==> src/rtl/cby_cfg_shadow.sv <==
// Y-direction connection block: straight-through vertical tracks, NUM_IPIN tap muxes
// driven from a load-strobed shadow of a scan chain, and one embedded SoC IO.
module cby_ipin_mux #(
  parameter int MUX_SIZE = 10,
  parameter int SEL_BITS = 4
) (
  input  logic [MUX_SIZE-1:0] in_i,
  input  logic [SEL_BITS-1:0] sel_i,
  output logic                out_o
);
  localparam logic [SEL_BITS:0] LIMIT = (SEL_BITS+1)'(MUX_SIZE);

  // Unpopulated select codes park the pin low instead of aliasing a tap.
  assign out_o = ({1'b0, sel_i} < LIMIT) ? in_i[sel_i] : 1'b0;
endmodule

module cby_cfg_shadow #(
  parameter int CHAN_WIDTH = 20,
  parameter int NUM_IPIN   = 2,
  parameter int MUX_SIZE   = 10,
  parameter int TAP_STRIDE = 2
) (
  input  logic                  prog_clk,
  input  logic                  prog_rst_n,
  input  logic [CHAN_WIDTH-1:0] chany_bottom_in,
  input  logic [CHAN_WIDTH-1:0] chany_top_in,
  output logic [CHAN_WIDTH-1:0] chany_bottom_out,
  output logic [CHAN_WIDTH-1:0] chany_top_out,
  output logic [NUM_IPIN-1:0]   left_grid_pin,
  input  logic                  ccff_head,
  input  logic                  ccff_en,
  input  logic                  ccff_load,
  output logic                  ccff_tail,
  output logic                  cfg_done,
  output logic                  cfg_err,
  input  logic                  gfpga_pad_EMBEDDED_IO_SOC_IN,
  output logic                  gfpga_pad_EMBEDDED_IO_SOC_OUT,
  output logic                  gfpga_pad_EMBEDDED_IO_SOC_DIR,
  input  logic                  right_width_0_height_0__pin_0_,
  output logic                  right_width_0_height_0__pin_1_upper,
  output logic                  right_width_0_height_0__pin_1_lower
);
  localparam int SEL_BITS = $clog2(MUX_SIZE);
  localparam int CFG_BITS = NUM_IPIN*SEL_BITS + 1;
  localparam int CNT_W    = $clog2(CFG_BITS + 2);
  localparam logic [CNT_W-1:0] CNT_FULL = CNT_W'(CFG_BITS);
  localparam logic [CNT_W-1:0] CNT_SAT  = CNT_W'(CFG_BITS + 1);
  localparam logic [CNT_W-1:0] CNT_ONE  = CNT_W'(1);

  logic [CFG_BITS-1:0] shift_q, shift_d;
  logic [CFG_BITS-1:0] shadow_q, shadow_d;
  logic [CNT_W-1:0]    cnt_q, cnt_d;
  logic                done_q, done_d;
  logic                err_q, err_d;

  always_comb begin
    shift_d  = shift_q;
    shadow_d = shadow_q;
    cnt_d    = cnt_q;
    done_d   = done_q;
    err_d    = err_q;
    if (ccff_en) begin
      shift_d = {shift_q[CFG_BITS-2:0], ccff_head};
      if (cnt_q != CNT_SAT) cnt_d = cnt_q + CNT_ONE;
    end
    // Load captures the pre-shift chain; a coincident shift starts the next count.
    if (ccff_load) begin
      shadow_d = shift_q;
      done_d   = (cnt_q == CNT_FULL);
      err_d    = err_q | (cnt_q != CNT_FULL);
      cnt_d    = ccff_en ? CNT_ONE : '0;
    end
  end

  always_ff @(posedge prog_clk) begin
    if (!prog_rst_n) begin
      shift_q  <= '0;
      shadow_q <= '0;
      cnt_q    <= '0;
      done_q   <= 1'b0;
      err_q    <= 1'b0;
    end else begin
      shift_q  <= shift_d;
      shadow_q <= shadow_d;
      cnt_q    <= cnt_d;
      done_q   <= done_d;
      err_q    <= err_d;
    end
  end

  assign ccff_tail = shift_q[CFG_BITS-1];
  assign cfg_done  = done_q;
  assign cfg_err   = err_q;

  assign chany_top_out    = chany_bottom_in;
  assign chany_bottom_out = chany_top_in;

  logic [NUM_IPIN-1:0][MUX_SIZE-1:0] mux_in;

  for (genvar k = 0; k < NUM_IPIN; k++) begin : g_ipin
    // Tap pairs walk the channel from track 2k; even inputs from below, odd from above.
    for (genvar j = 0; j < MUX_SIZE; j++) begin : g_tap
      localparam int T = (2*k + (j/2)*TAP_STRIDE) % CHAN_WIDTH;
      if (j % 2 == 0) begin : g_bot
        assign mux_in[k][j] = chany_bottom_in[T];
      end else begin : g_top
        assign mux_in[k][j] = chany_top_in[T];
      end
    end

    cby_ipin_mux #(.MUX_SIZE(MUX_SIZE), .SEL_BITS(SEL_BITS)) u_mux (
      .in_i  (mux_in[k]),
      .sel_i (shadow_q[k*SEL_BITS +: SEL_BITS]),
      .out_o (left_grid_pin[k])
    );
  end

  logic io_dir;
  assign io_dir = shadow_q[CFG_BITS-1];

  assign gfpga_pad_EMBEDDED_IO_SOC_OUT       = right_width_0_height_0__pin_0_;
  assign gfpga_pad_EMBEDDED_IO_SOC_DIR       = io_dir;
  assign right_width_0_height_0__pin_1_upper = io_dir ? 1'b0 : gfpga_pad_EMBEDDED_IO_SOC_IN;
  assign right_width_0_height_0__pin_1_lower = right_width_0_height_0__pin_1_upper;
endmodule

==> config.mk <==
export PLATFORM = sky130hd
export DESIGN_NAME = cby_cfg_shadow
export DESIGN_NICKNAME = d
export VERILOG_FILES = /design/src/rtl/cby_cfg_shadow.sv
export SDC_FILE = /design/constraint.sdc
export NUM_CORES = 1
export LEC_CHECK = 0
export BUFFER_PORTS_ARGS = -buffer_cell sky130_fd_sc_hd__buf_4
export CELL_PAD_IN_SITES_DETAIL_PLACEMENT = 1
export CELL_PAD_IN_SITES_GLOBAL_PLACEMENT = 2
export CORE_ASPECT_RATIO = 0.8
export CORE_MARGIN = 2
export CORE_UTILIZATION = 24
export DETAILED_ROUTE_END_ITERATION = 7
export PLACE_DENSITY_LB_ADDON = 0.1
export SYNTH_ARGS = -nofsm -noshare
export SYNTH_HDL_FRONTEND = slang
export SYNTH_SLANG_ARGS = --single-unit
export TNS_END_PERCENT = 20
==> constraint.sdc <==
create_clock -name prog_clk -period 3.76 [get_ports prog_clk]
set_input_delay 0.752 -clock prog_clk [delete_from_list [all_inputs] [get_ports prog_clk]]
set_output_delay 0.752 -clock prog_clk [all_outputs]
set_load 0.005 [all_outputs]
### After elaboration in Yosys (flattened, before gate mapping)

Cells that the tools add are included.
W data, S select, Z words.

* bits in registers: 24
* bits of input ports: 47
* output and inout bits: 49

* $add $sub $neg: 1
* magnitude comparators: 4
* eq/ne operators: 3
* muxes and demuxes: 11
* bitwise operators: 1
* reductions and logical operators: 3

Operators by type and width (number)
* $mux W4: 3
* $lt A4 B5 Y1 const B: 2
* $bmux W1 S4: 2
* $lt A4 B4 Y1 const B: 2
* $ne A4 B4 Y1 const B: 2
* $mux W1: 6
* $add A4 B1 Y4 const B: 1
* $eq A4 B4 Y1 const B: 1
* $reduce_bool A2 Y1: 2
* $reduce_and A2 Y1: 1
* $or A1 B1 Y1: 1

### Logic depth before layout (Yosys ltp)

Gate-level depths: netlist of run 1.

* depth in word-level cells: 4
* mapped depth: 5
* mapped depth without buffers: 5

### By module

Synthesis of run 1 repeated with hierarchy kept, for this count alone.

* cells, all modules: 154
* area total of the unflattened synthesis: 1507.7 um^2

By module, submodules not included
* cby_cfg_shadow: instances 1, cells each 136, area each 1335.0 um^2
* cby_ipin_mux: instances 2, cells each 9, area each 86.3 um^2

### Least setup slack after synthesis of run 1

No wires, ideal clock.

* path kind: input port to output port
* from: input chany_top_in[6]
* to: output left_grid_pin[0]
* arrival time: 1.651 ns
* data required time: 3.008 ns
* slack: 1.357 ns
* stages: 4
* buffers on the path: 1
* cells stage by stage: mux4_2 a2bb2oi_1 a32o_1 buf_4

* cells in the longest elaborated chain, start to end: 3

Ends and longest elaborated chain
* from (decl): line 26 `input logic [CHAN_WIDTH-1:0] chany_top_in,`
* $bmux W1 S4: line 14 `assign out_o = ({1'b0, sel_i} < LIMIT) ? in_i[sel_i] : 1'b0;`
* $mux W1 (not written as such): line 14
* $mux W1: line 14
* to (decl): line 29 `output logic [NUM_IPIN-1:0] left_grid_pin,`

Every way passes these cells. The select of a mux whose other input is x is not followed.

### Worst setup path after layout of run 1

* from: input chany_top_in[8]
* to: output left_grid_pin[1]

Same word-level chain as after synthesis.

==> impl_results.md, run 1 <==
- Outcome: complete, no violations
- Worst Setup End Kind: output port
- CTS max path bufs: 2
- DIE AREA: 6750 um2
- Rows: 25
- Critical Path AT: 1840 ps
- Hold WC Path Type: reg -> reg
- Multi-input gate area: 587 um2
- Most common cell after layout, fill and taps aside: buf_4
- Iteration-0 DRC Markers: 52
- Final Non-Filler Cells: 227
- Synth Area in Simple Gates: 0.102
- Period utilization: 0.689
- Dpl cells: 223
- Worst vdd ir: 101 uV
- Antenna-violating nets left: 0
- Diodes inserted: 0
- Largest net degree at the start of global routing: 22
- # IOs: 96
- Reg2reg end: cnt_q[0]$_SDFFE_PN0P_
- Post-synth EDFFs: 0
- CTS tree: done
- Post-synthesis instance total: 157
- Gate power share: 0.132
- Hold Vio Cnt, Final: 0
- #FFs+latches synth: 24
- Sequential Power Share: 0.519
- RSZ-0062 raised after global routing: no
- Clock latency on the worst-skew pair: 270 ps
- Net Sw Power: 0.000117 W
- Reg2reg path depth: 5
- Register area share after synthesis: 0.328
- Wire per inst: 14.5 um
- Period minus WS final: 2590 ps
- Compound-Gate Fraction of Synth Area: 0.0709
- Clk pin slew, worst setup/hold paths: 80 ps
- Min-Delay Endpoint: cfg_err$_SDFFE_PN0P_
- DIE WIDTH: 91.4 um
- XOR/XNOR Fraction of Synth Area: 0.00598
- Leakage dissipation: 0.641 nW
- Vias in the first global route: 994
- Synth Flop Type: dfxtp_1
- Tightest Pin Transition: 703 ps
- PortBufs: 37
- GR Overflow Total: 0
- First-pass DRT Iterations: 3
- CP Max Fanout: 3
- Post-Synth Adder-Cell Area: 0.0256
- Die Ht: 73.9 um
- Syn Std Cell Area: 1470 um2
- Gr usage total: 0.0977
- Share of layout cells above drive strength 1: 0.315
- Setup violators final: 0
- Routed via count: 974
- Filler cells: 679
- Syn-to-layout area delta: 3.76%
- Fmax: 386 MHz
- Reg-to-reg slack, setup: 2420 ps
- Routed WL: 3.28 mm
- Clock sink count: 24
- Share of flip-flops with an asynchronous set or reset: 0
- Final #Nets: 197
- Worst Skew: 2.48 ps
- CP max-delay cell: mux4_2
- Placer's final routability congestion estimate: 0.677
- Post-synthesis mux area share: 0.196
- Crit-path max cell delay: 480 ps
- Slew margin rel.: 0.531
- CTS buffer count: 3
- Power per cell area: 333 nW/um2
- First-pass GRT wire length: 5.12 mm
- Detail-routed via count per cell: 4.29
- Pre-CTS WS: 1150 ps
- Critical Path Start Type: primary input
- CP most frequent cell: buf_4
- Most frequent cells in the layout: 37 x buf_4, 24 x dfxtp_1, 22 x nor2_1, 22 x mux2i_1, 5 x inv_1
- Worst Hold Path Cells: 2
- Largest family of logic cells by synthesized area: buffers and inverters
- H-tree Lvls: 1
- Syn avg cell area: 9.33 um2
- Post-route setup slack: 1170 ps
- Synth cell types: 26
- Crit-path cells: buf_4, mux4_2, a2bb2oi_1, a32o_1, buf_4
- Starting Density: 0.248
- Number of synthesis warnings: 0
- Total core area: 5910 um2
- Clock root cell: clkbuf_8
- Cts hold-fix bufs: 0
- WP data required: 3010 ps
- Number of remaining DRC errors: 0
- PostCTS Resize Cnt: 0
- Reg area: 480 um2
- Worst Path Class, Setup: in -> out
- Postcts setup bufs: 0
- Post-synth net total: 207
- Max-cap viol count: 0
- Final TNS setup: 0 ps
- RR Startpoint: cnt_q[0]$_SDFFE_PN0P_
- DPL Wire Length: 2.45 mm
- Fin. max-slew vios: 0
- Internal Pwr Total: 0.000389 W
- Initial antenna violation count: 0
- Clk pwr share: 0.349
- Hold_sp: cfg_err$_SDFFE_PN0P_
- Switch share: 0.231
==> flip-flops by register name, indices dropped and copies added (netlist names) <==
name,cells
shadow_q,9
cnt_q,4
shift_q,9
cfg_done,1
cfg_err,1
==> cell type report <==
type | instances | area share
multi-input combinational | 76 | 0.386
sequential | 24 | 0.316
timing repair buffer | 37 | 0.183
tap | 81 | 0.0667
clock buffer | 4 | 0.0362
inverter | 5 | 0.0123
==> power by group through the flow <==
stage               sequential [W]  clock, W  combinational [W]
floorplan                 0.000267         0          0.0000695
CTS                       0.000263  0.000188          0.0000686
global route              0.000264  0.000199          0.0000740
finish                    0.000263  0.000177          0.0000667
global placement          0.000268         0          0.0000667
detailed placement        0.000269         0          0.0000684
==> per-layer routing <==
| layer | track usage | share of wire | vias to the layer above |
|---|---|---|---|
| met3 | 0.0349 | 0.076 | 35 |
| met5 | 0 | 0 | - |
| li1 | - | - | 465 |
| met4 | 0.0589 | 0.051 | 0 |
| met1 | 0.121 | 0.43 | 444 |
| met2 | 0.147 | 0.44 | 30 |
==> cell usage after synthesis, types with 2 or more instances <==
library cell  number  area share
mux2i_1           22        0.15
mux2_2             2       0.015
buf_2              3       0.010
ha_1               3       0.026
inv_1              5       0.013
a2bb2oi_1          2       0.012
nand4b_1           2       0.012
buf_4             44        0.23
a31oi_1            3       0.013
mux4_2             2       0.031
clkbuf_1           3      0.0077
a21oi_1            4       0.014
nand2b_1           2      0.0085
dfxtp_1           24        0.33
buf_6              2       0.015
a32o_1             2       0.014
nand3b_1           2       0.010
nor2_1            22       0.056
==> through the flow <==
step                      utilization  hold slack (ps)  instance area, um2  total power, W
after CTS                       0.257              495                1520        0.000519
after global placement          0.248              461                1470        0.000335
after global routing            0.257              526                1520        0.000536
final                           0.257              480                1520        0.000506
after floorplan                     -              460                1470        0.000336
after detailed placement        0.248              469                1470        0.000337
==> logic make-up after synthesis <==
logic type,count (synthesis)
AOI/OAI and AO/OA,14
xor gates and xnor gates,1
adders and majority gates,3
buffers and inverters,57
DFF,24
muxes,26
and+or+nand+nor,32
==> how the worst max path moves through the flow <==
stage / start / endpoint / slack, ps / cells after the start
after CTS: chany_top_in[8] / left_grid_pin[1] / 1150 / 5
after global routing: shadow_q[0]$_SDFFE_PN0P_ / left_grid_pin[0] / 1080 / 4
after floorplan: chany_top_in[6] / left_grid_pin[0] / 1360 / 4
after global placement: chany_top_in[8] / left_grid_pin[1] / 1170 / 5
final: chany_top_in[8] / left_grid_pin[1] / 1170 / 5
after detailed placement: chany_top_in[8] / left_grid_pin[1] / 1150 / 5
==> worst max-delay path: cells and delay by family <==
family,cells,cell delay [ps]
AO/OA/AOI/OAI,2,350
buffers and inverters,2,250
multiplexers,1,480
No activity file was read; power rests on OpenSTA's default activity.
==> run 2: changes to the inputs <==
--- a/config.mk
+++ b/config.mk
@@ -10,7 +10,7 @@
 export CELL_PAD_IN_SITES_GLOBAL_PLACEMENT = 2
 export CORE_ASPECT_RATIO = 0.8
 export CORE_MARGIN = 2
-export CORE_UTILIZATION = 24
+export CORE_UTILIZATION = 22
 export DETAILED_ROUTE_END_ITERATION = 7
 export PLACE_DENSITY_LB_ADDON = 0.1
 export SYNTH_ARGS = -nofsm -noshare
==> constraint.sdc (replaced) <==
create_clock -name prog_clk -period 2.6 [get_ports prog_clk]
set_input_delay 0.52 -clock prog_clk [delete_from_list [all_inputs] [get_ports prog_clk]]
set_output_delay 0.52 -clock prog_clk [all_outputs]
set_load 0.005 [all_outputs]
==> run 2 against run 1 <==
  * Sequential share of layout area fell by 0.23 points
  * Clock-buffer cell count stayed put
  * Combinational power grew 47%
  * Power is 45% higher
  * Routed wire length fell by 0.34%
  * Critical path depth down 1
  * Non-clock buffer count is 1 higher
  * Via count is 1.1% lower
  * Worst hold slack is essentially flat
  * Largest cell class unchanged
  * Highest routed layer unchanged
==> impl_results.md, run 2 (same netlist as run 1, synthesis figures left out) <==
- Outcome: complete, no violations
- Leakage dissipation: 0.646 nW
- Worst Skew: 1.78 ps
- Hold WC Path Type: reg -> reg
- Filler cells: 737
- Antenna-violating nets left: 0
- RR Startpoint: cnt_q[0]$_SDFFE_PN0P_
- Tightest Pin Transition: 673 ps
- Worst Hold Path Cells: 2
- Die Ht: 77.0 um
- Routed via count: 963
- Largest net degree at the start of global routing: 22
- CTS max path bufs: 2
- WP data required: 2080 ps
- Clk pin slew, worst setup/hold paths: 90 ps
- DIE WIDTH: 95.2 um
- Most common cell after layout, fill and taps aside: buf_4
- Crit-path max cell delay: 570 ps
- First-pass GRT wire length: 5.27 mm
- Worst vdd ir: 141 uV
- Rows: 26
- Clock latency on the worst-skew pair: 260 ps
- Slew margin rel.: 0.551
- Clock root cell: clkbuf_8
- CTS tree: done
- # IOs: 96
- Initial antenna violation count: 0
- Critical Path AT: 1840 ps
- CP max-delay cell: mux4_2
- Final #Nets: 198
- Fin. max-slew vios: 0
- CP delay by family, top: multiplexers
- Biggest regs: shadow_q: 9 flops, shift_q: 9 flops, cnt_q: 4 flops
- CTS buffer count: 3
- Period minus WS final: 2360 ps
- Detail-routed via count per cell: 4.17
- Crit-path cells: mux4_2, a2bb2oi_1, a32o_1, buf_4
- Worst Setup End Kind: output port
- Period utilization: 0.908
- GR Overflow Total: 0
- Wire per inst: 14.2 um
- CP Max Fanout: 5
- Syn-to-layout area delta: 4.53%
- Diodes inserted: 0
- DPL Wire Length: 2.50 mm
- Reg-to-reg slack, setup: 1230 ps
- Most frequent cells in the layout: 38 x buf_4, 24 x dfxtp_1, 22 x nor2_1, 22 x mux2i_1, 5 x inv_1
- Number of remaining DRC errors: 0
- Postcts setup bufs: 0
- Hold Vio Cnt, Final: 0
- Routed WL: 3.27 mm
- Placer's final routability congestion estimate: 0.718
- PostCTS Resize Cnt: 0
- Min-Delay Endpoint: cfg_done$_SDFFE_PN0P_
- Fmax: 424 MHz
- Worst path bufs/invs: 1
- PortBufs: 37
- First-pass DRT Iterations: 3
- Final TNS setup: 0 ps
- Setup violators final: 0
- Clock sink count: 24
- Cts hold-fix bufs: 0
- Total core area: 6410 um2
- RSZ-0062 raised after global routing: no
- Starting Density: 0.229
- Gr usage total: 0.0925
- Max-cap viol count: 0
- Hold_sp: cfg_done$_SDFFE_PN0P_
- Reg2reg path depth: 5
- DIE AREA: 7330 um2
- Critical Path Start Type: flip-flop
- Vias in the first global route: 1051
- Reg2reg end: cnt_q[0]$_SDFFE_PN0P_
- Share of layout cells above drive strength 1: 0.320
- Hold slack final: 481 ps
- H-tree Lvls: 1
- Power per cell area: 478 nW/um2
- Iteration-0 DRC Markers: 8
- Worst Path Class, Setup: reg -> out
## run 2: changes by cell type in the layout (fill, tap and decap cells not counted), sizes merged
cell  delta
buf      +1
## run 2: metrics by stage
stage	worst slack, ps	util	instances	power, W	area [um2]
after global placement	473	0.230	227	0.000486	1480
after CTS	214	0.239	231	0.000749	1530
final	239	0.239	231	0.000732	1530
after global routing	141	0.239	231	0.000773	1530
after floorplan	661	-	157	0.000486	1470
after detailed placement	442	0.230	227	0.000488	1480
## run 2: cell type report
| cell class | instances | area, um2 | share of cell area |
|---|---|---|---|
| timing repair buffer | 38 | 285 | 0.186 |
| inverter | 5 | 18.8 | 0.0123 |
| multi-input combinational | 76 | 587 | 0.383 |
| clock buffer | 4 | 55.1 | 0.0359 |
| tap | 84 | 105 | 0.0686 |
| sequential | 24 | 480 | 0.314 |
## run 2: worst min-delay path, stage by stage (launching register included)
cell and delay, ps:
dfxtp_1 320, nand2b_1 60, a21oi_1 60
## run 2: power by group
group | switching [W] | internal (W)
combinational | 0.0000430 | 0.0000553
clock | 0.000119 | 0.000135
sequential | 0.00000572 | 0.000373
## run 2: worst max-delay path by stage
stage	start	to	cells after the start
5_1_grt	shadow_q[4]$_SDFFE_PN0P_	left_grid_pin[1]	4
3_3_place_gp	chany_top_in[8]	left_grid_pin[1]	5
3_5_place_dp	chany_top_in[8]	left_grid_pin[1]	5
2_1_floorplan	chany_top_in[6]	left_grid_pin[0]	4
4_1_cts	shadow_q[4]$_SDFFE_PN0P_	left_grid_pin[1]	4
6_report	shadow_q[4]$_SDFFE_PN0P_	left_grid_pin[1]	4
## run 2: metal layers
metal | GRT usage | share of wire
met5 | 0 | 0
met4 | 0.0304 | 0.019
met3 | 0.0373 | 0.081
met2 | 0.144 | 0.45
met1 | 0.115 | 0.45
==> run 3: changes to the inputs <==
==> constraint.sdc (replaced) <==
create_clock -name prog_clk -period 2.3 [get_ports prog_clk]
set_input_delay 0.46 -clock prog_clk [delete_from_list [all_inputs] [get_ports prog_clk]]
set_output_delay 0.46 -clock prog_clk [all_outputs]
set_load 0.005 [all_outputs]
==> run 3 against run 2 <==
  * Routed wire length is essentially flat
  * Combinational power increased by 14%
  * Clock power fell by 4%
  * Critical path depth unchanged
  * Largest cell class unchanged
  * Highest routed layer unchanged
==> impl_results.md, run 3 (same netlist as run 1, synthesis figures left out) <==
- DIE WIDTH: 95.2 um
- Worst path bufs/invs: 1
- Net Sw Power: 0.000182 W
- Power per cell area: 514 nW/um2
- Filler cells: 746
- Setup violators final: 0
- Critical Path Start Type: flip-flop
- DIE AREA: 7330 um2
- Placer's final routability congestion estimate: 0.713
- Cts hold-fix bufs: 0
- Switch share: 0.233
- Min-Delay Endpoint: shift_q[0]$_SDFFE_PN0P_
- Syn-to-layout area delta: 4.10%
- Share of layout cells above drive strength 1: 0.320
- Hold_sp: ccff_head
- Largest net degree at the start of global routing: 22
- Routed via count: 957
- Routed WL: 3.27 mm
- Vias in the first global route: 1070
- Clk pin slew, worst setup/hold paths: 80 ps
- Starting Density: 0.229
- Biggest regs: shadow_q: 9 flops, shift_q: 9 flops, cnt_q: 4 flops
- Detail-routed via count per cell: 4.14
- Final TNS setup: 0 ps
- Crit-path max cell delay: 530 ps
- CTS buffer count: 3
- Worst vdd ir: 180 uV
- RSZ-0062 raised after global routing: no
- CP Max Fanout: 2
- WP data required: 1840 ps
- Fin util: 0.238
- Postcts setup bufs: 0
- Dpl cells: 228
- Gr usage total: 0.0924
- Crit-path cells: mux4_2, a2bb2oi_1, a32o_1, buf_4
- Worst Skew: 6.49 ps
- Die Ht: 77.0 um
- GR Overflow Total: 0
- Tightest Pin Transition: 724 ps
- Slew margin rel.: 0.516
- Clk pwr share: 0.310
- Hold Vio Cnt, Final: 0
- CTS tree: done
- Fmax: 468 MHz
- Most common cell after layout, fill and taps aside: buf_4
- Max-cap viol count: 0
- H-tree Lvls: 1
- Clock root cell: clkbuf_8
- Clock latency on the worst-skew pair: 260 ps
- Critical Path AT: 1670 ps
- Wire per inst: 14.2 um
- RR Startpoint: cnt_q[0]$_SDFFE_PN0P_
- Rows: 26
- Internal Pwr Total: 0.000601 W
- First-pass DRT Iterations: 4
- Fin. max-slew vios: 0
- Antenna-violating nets left: 0
- Leakage dissipation: 0.645 nW
- Final #Nets: 199
- Reg2reg end: cnt_q[0]$_SDFFE_PN0P_
- PortBufs: 37
- PostCTS Resize Cnt: 0
- Sequential Power Share: 0.547
- CTS max path bufs: 2
- Reg-to-reg slack, setup: 970 ps
- CP delay by family, top: multiplexers
- Hold WC Path Type: in -> reg
- Final Non-Filler Cells: 231
- Diodes inserted: 0
- CP max-delay cell: mux4_2
- DPL Wire Length: 2.46 mm
- Worst Path Class, Setup: reg -> out
- Period minus WS final: 2130 ps
- # IOs: 96
- Period utilization: 0.928
- Outcome: complete, no violations
- Reg2reg path depth: 5
- Total core area: 6410 um2
- Worst Setup End Kind: output port
- Most frequent cells in the layout: 39 x buf_4, 24 x dfxtp_1, 22 x nor2_1, 22 x mux2i_1, 5 x inv_1
- Clock sink count: 24
- Gate power share: 0.143
- Initial antenna violation count: 0
- Number of remaining DRC errors: 0
- Iteration-0 DRC Markers: 7
- Worst Hold Path Cells: 3
- First-pass GRT wire length: 5.33 mm
run 3: worst min-delay path, cell delays in order:
cell and delay, ps:
buf_4 80, mux2i_1 60, nor2_1 70
run 3: worst max path at each step:
stage / start / endpoint / slack, ps / cells after the start
after floorplan: chany_top_in[6] / left_grid_pin[0] / 480 / 4
after global placement: chany_top_in[8] / left_grid_pin[1] / 290 / 5
after detailed placement: chany_top_in[8] / left_grid_pin[1] / 270 / 5
after CTS: shadow_q[4]$_SDFFE_PN0P_ / left_grid_pin[1] / 150 / 4
after global routing: shadow_q[0]$_SDFFE_PN0P_ / left_grid_pin[0] / 70 / 4
final: shadow_q[0]$_SDFFE_PN0P_ / left_grid_pin[0] / 170 / 4
run 3: power by group through the flow:
| stage | logic, W | registers [W] | clock network [W] |
|---|---|---|---|
| final | 0.000112 | 0.000428 | 0.000243 |
| after global routing | 0.000124 | 0.000430 | 0.000282 |
| after CTS | 0.000114 | 0.000429 | 0.000260 |
| after detailed placement | 0.000114 | 0.000438 | 0 |
| after global placement | 0.000111 | 0.000438 | 0 |
| after floorplan | 0.000114 | 0.000436 | 0 |
run 3: area by class of cell:
class	count	area, um2	area share
flip-flops and latches	24	480	0.315
clock buffers	3	41.3	0.0271
inverters	5	18.8	0.0123
repair buffers	39	293	0.192
multi-input cells	76	587	0.385
well taps	84	105	0.0689
run 3: per-layer routing:
layer / track usage / share of wire / up-vias
met1: 0.120 / 0.46 / 448
met3: 0.0363 / 0.077 / 12
met5: 0 / 0 / -
met2: 0.139 / 0.44 / 32
li1: - / - / 465
met4: 0.0304 / 0.019 / 0
run 3: metrics by stage:
stage          hold WS (ps)  power, W  setup WS (ps)  instance area [um2]
6_report                436  0.000783            165                 1530
5_1_grt                 431  0.000836           74.6                 1530
4_1_cts                 435  0.000803            145                 1530
3_5_place_dp            467  0.000552            266                 1480
3_3_place_gp            462  0.000549            292                 1480
2_1_floorplan           460  0.000550            481                 1470
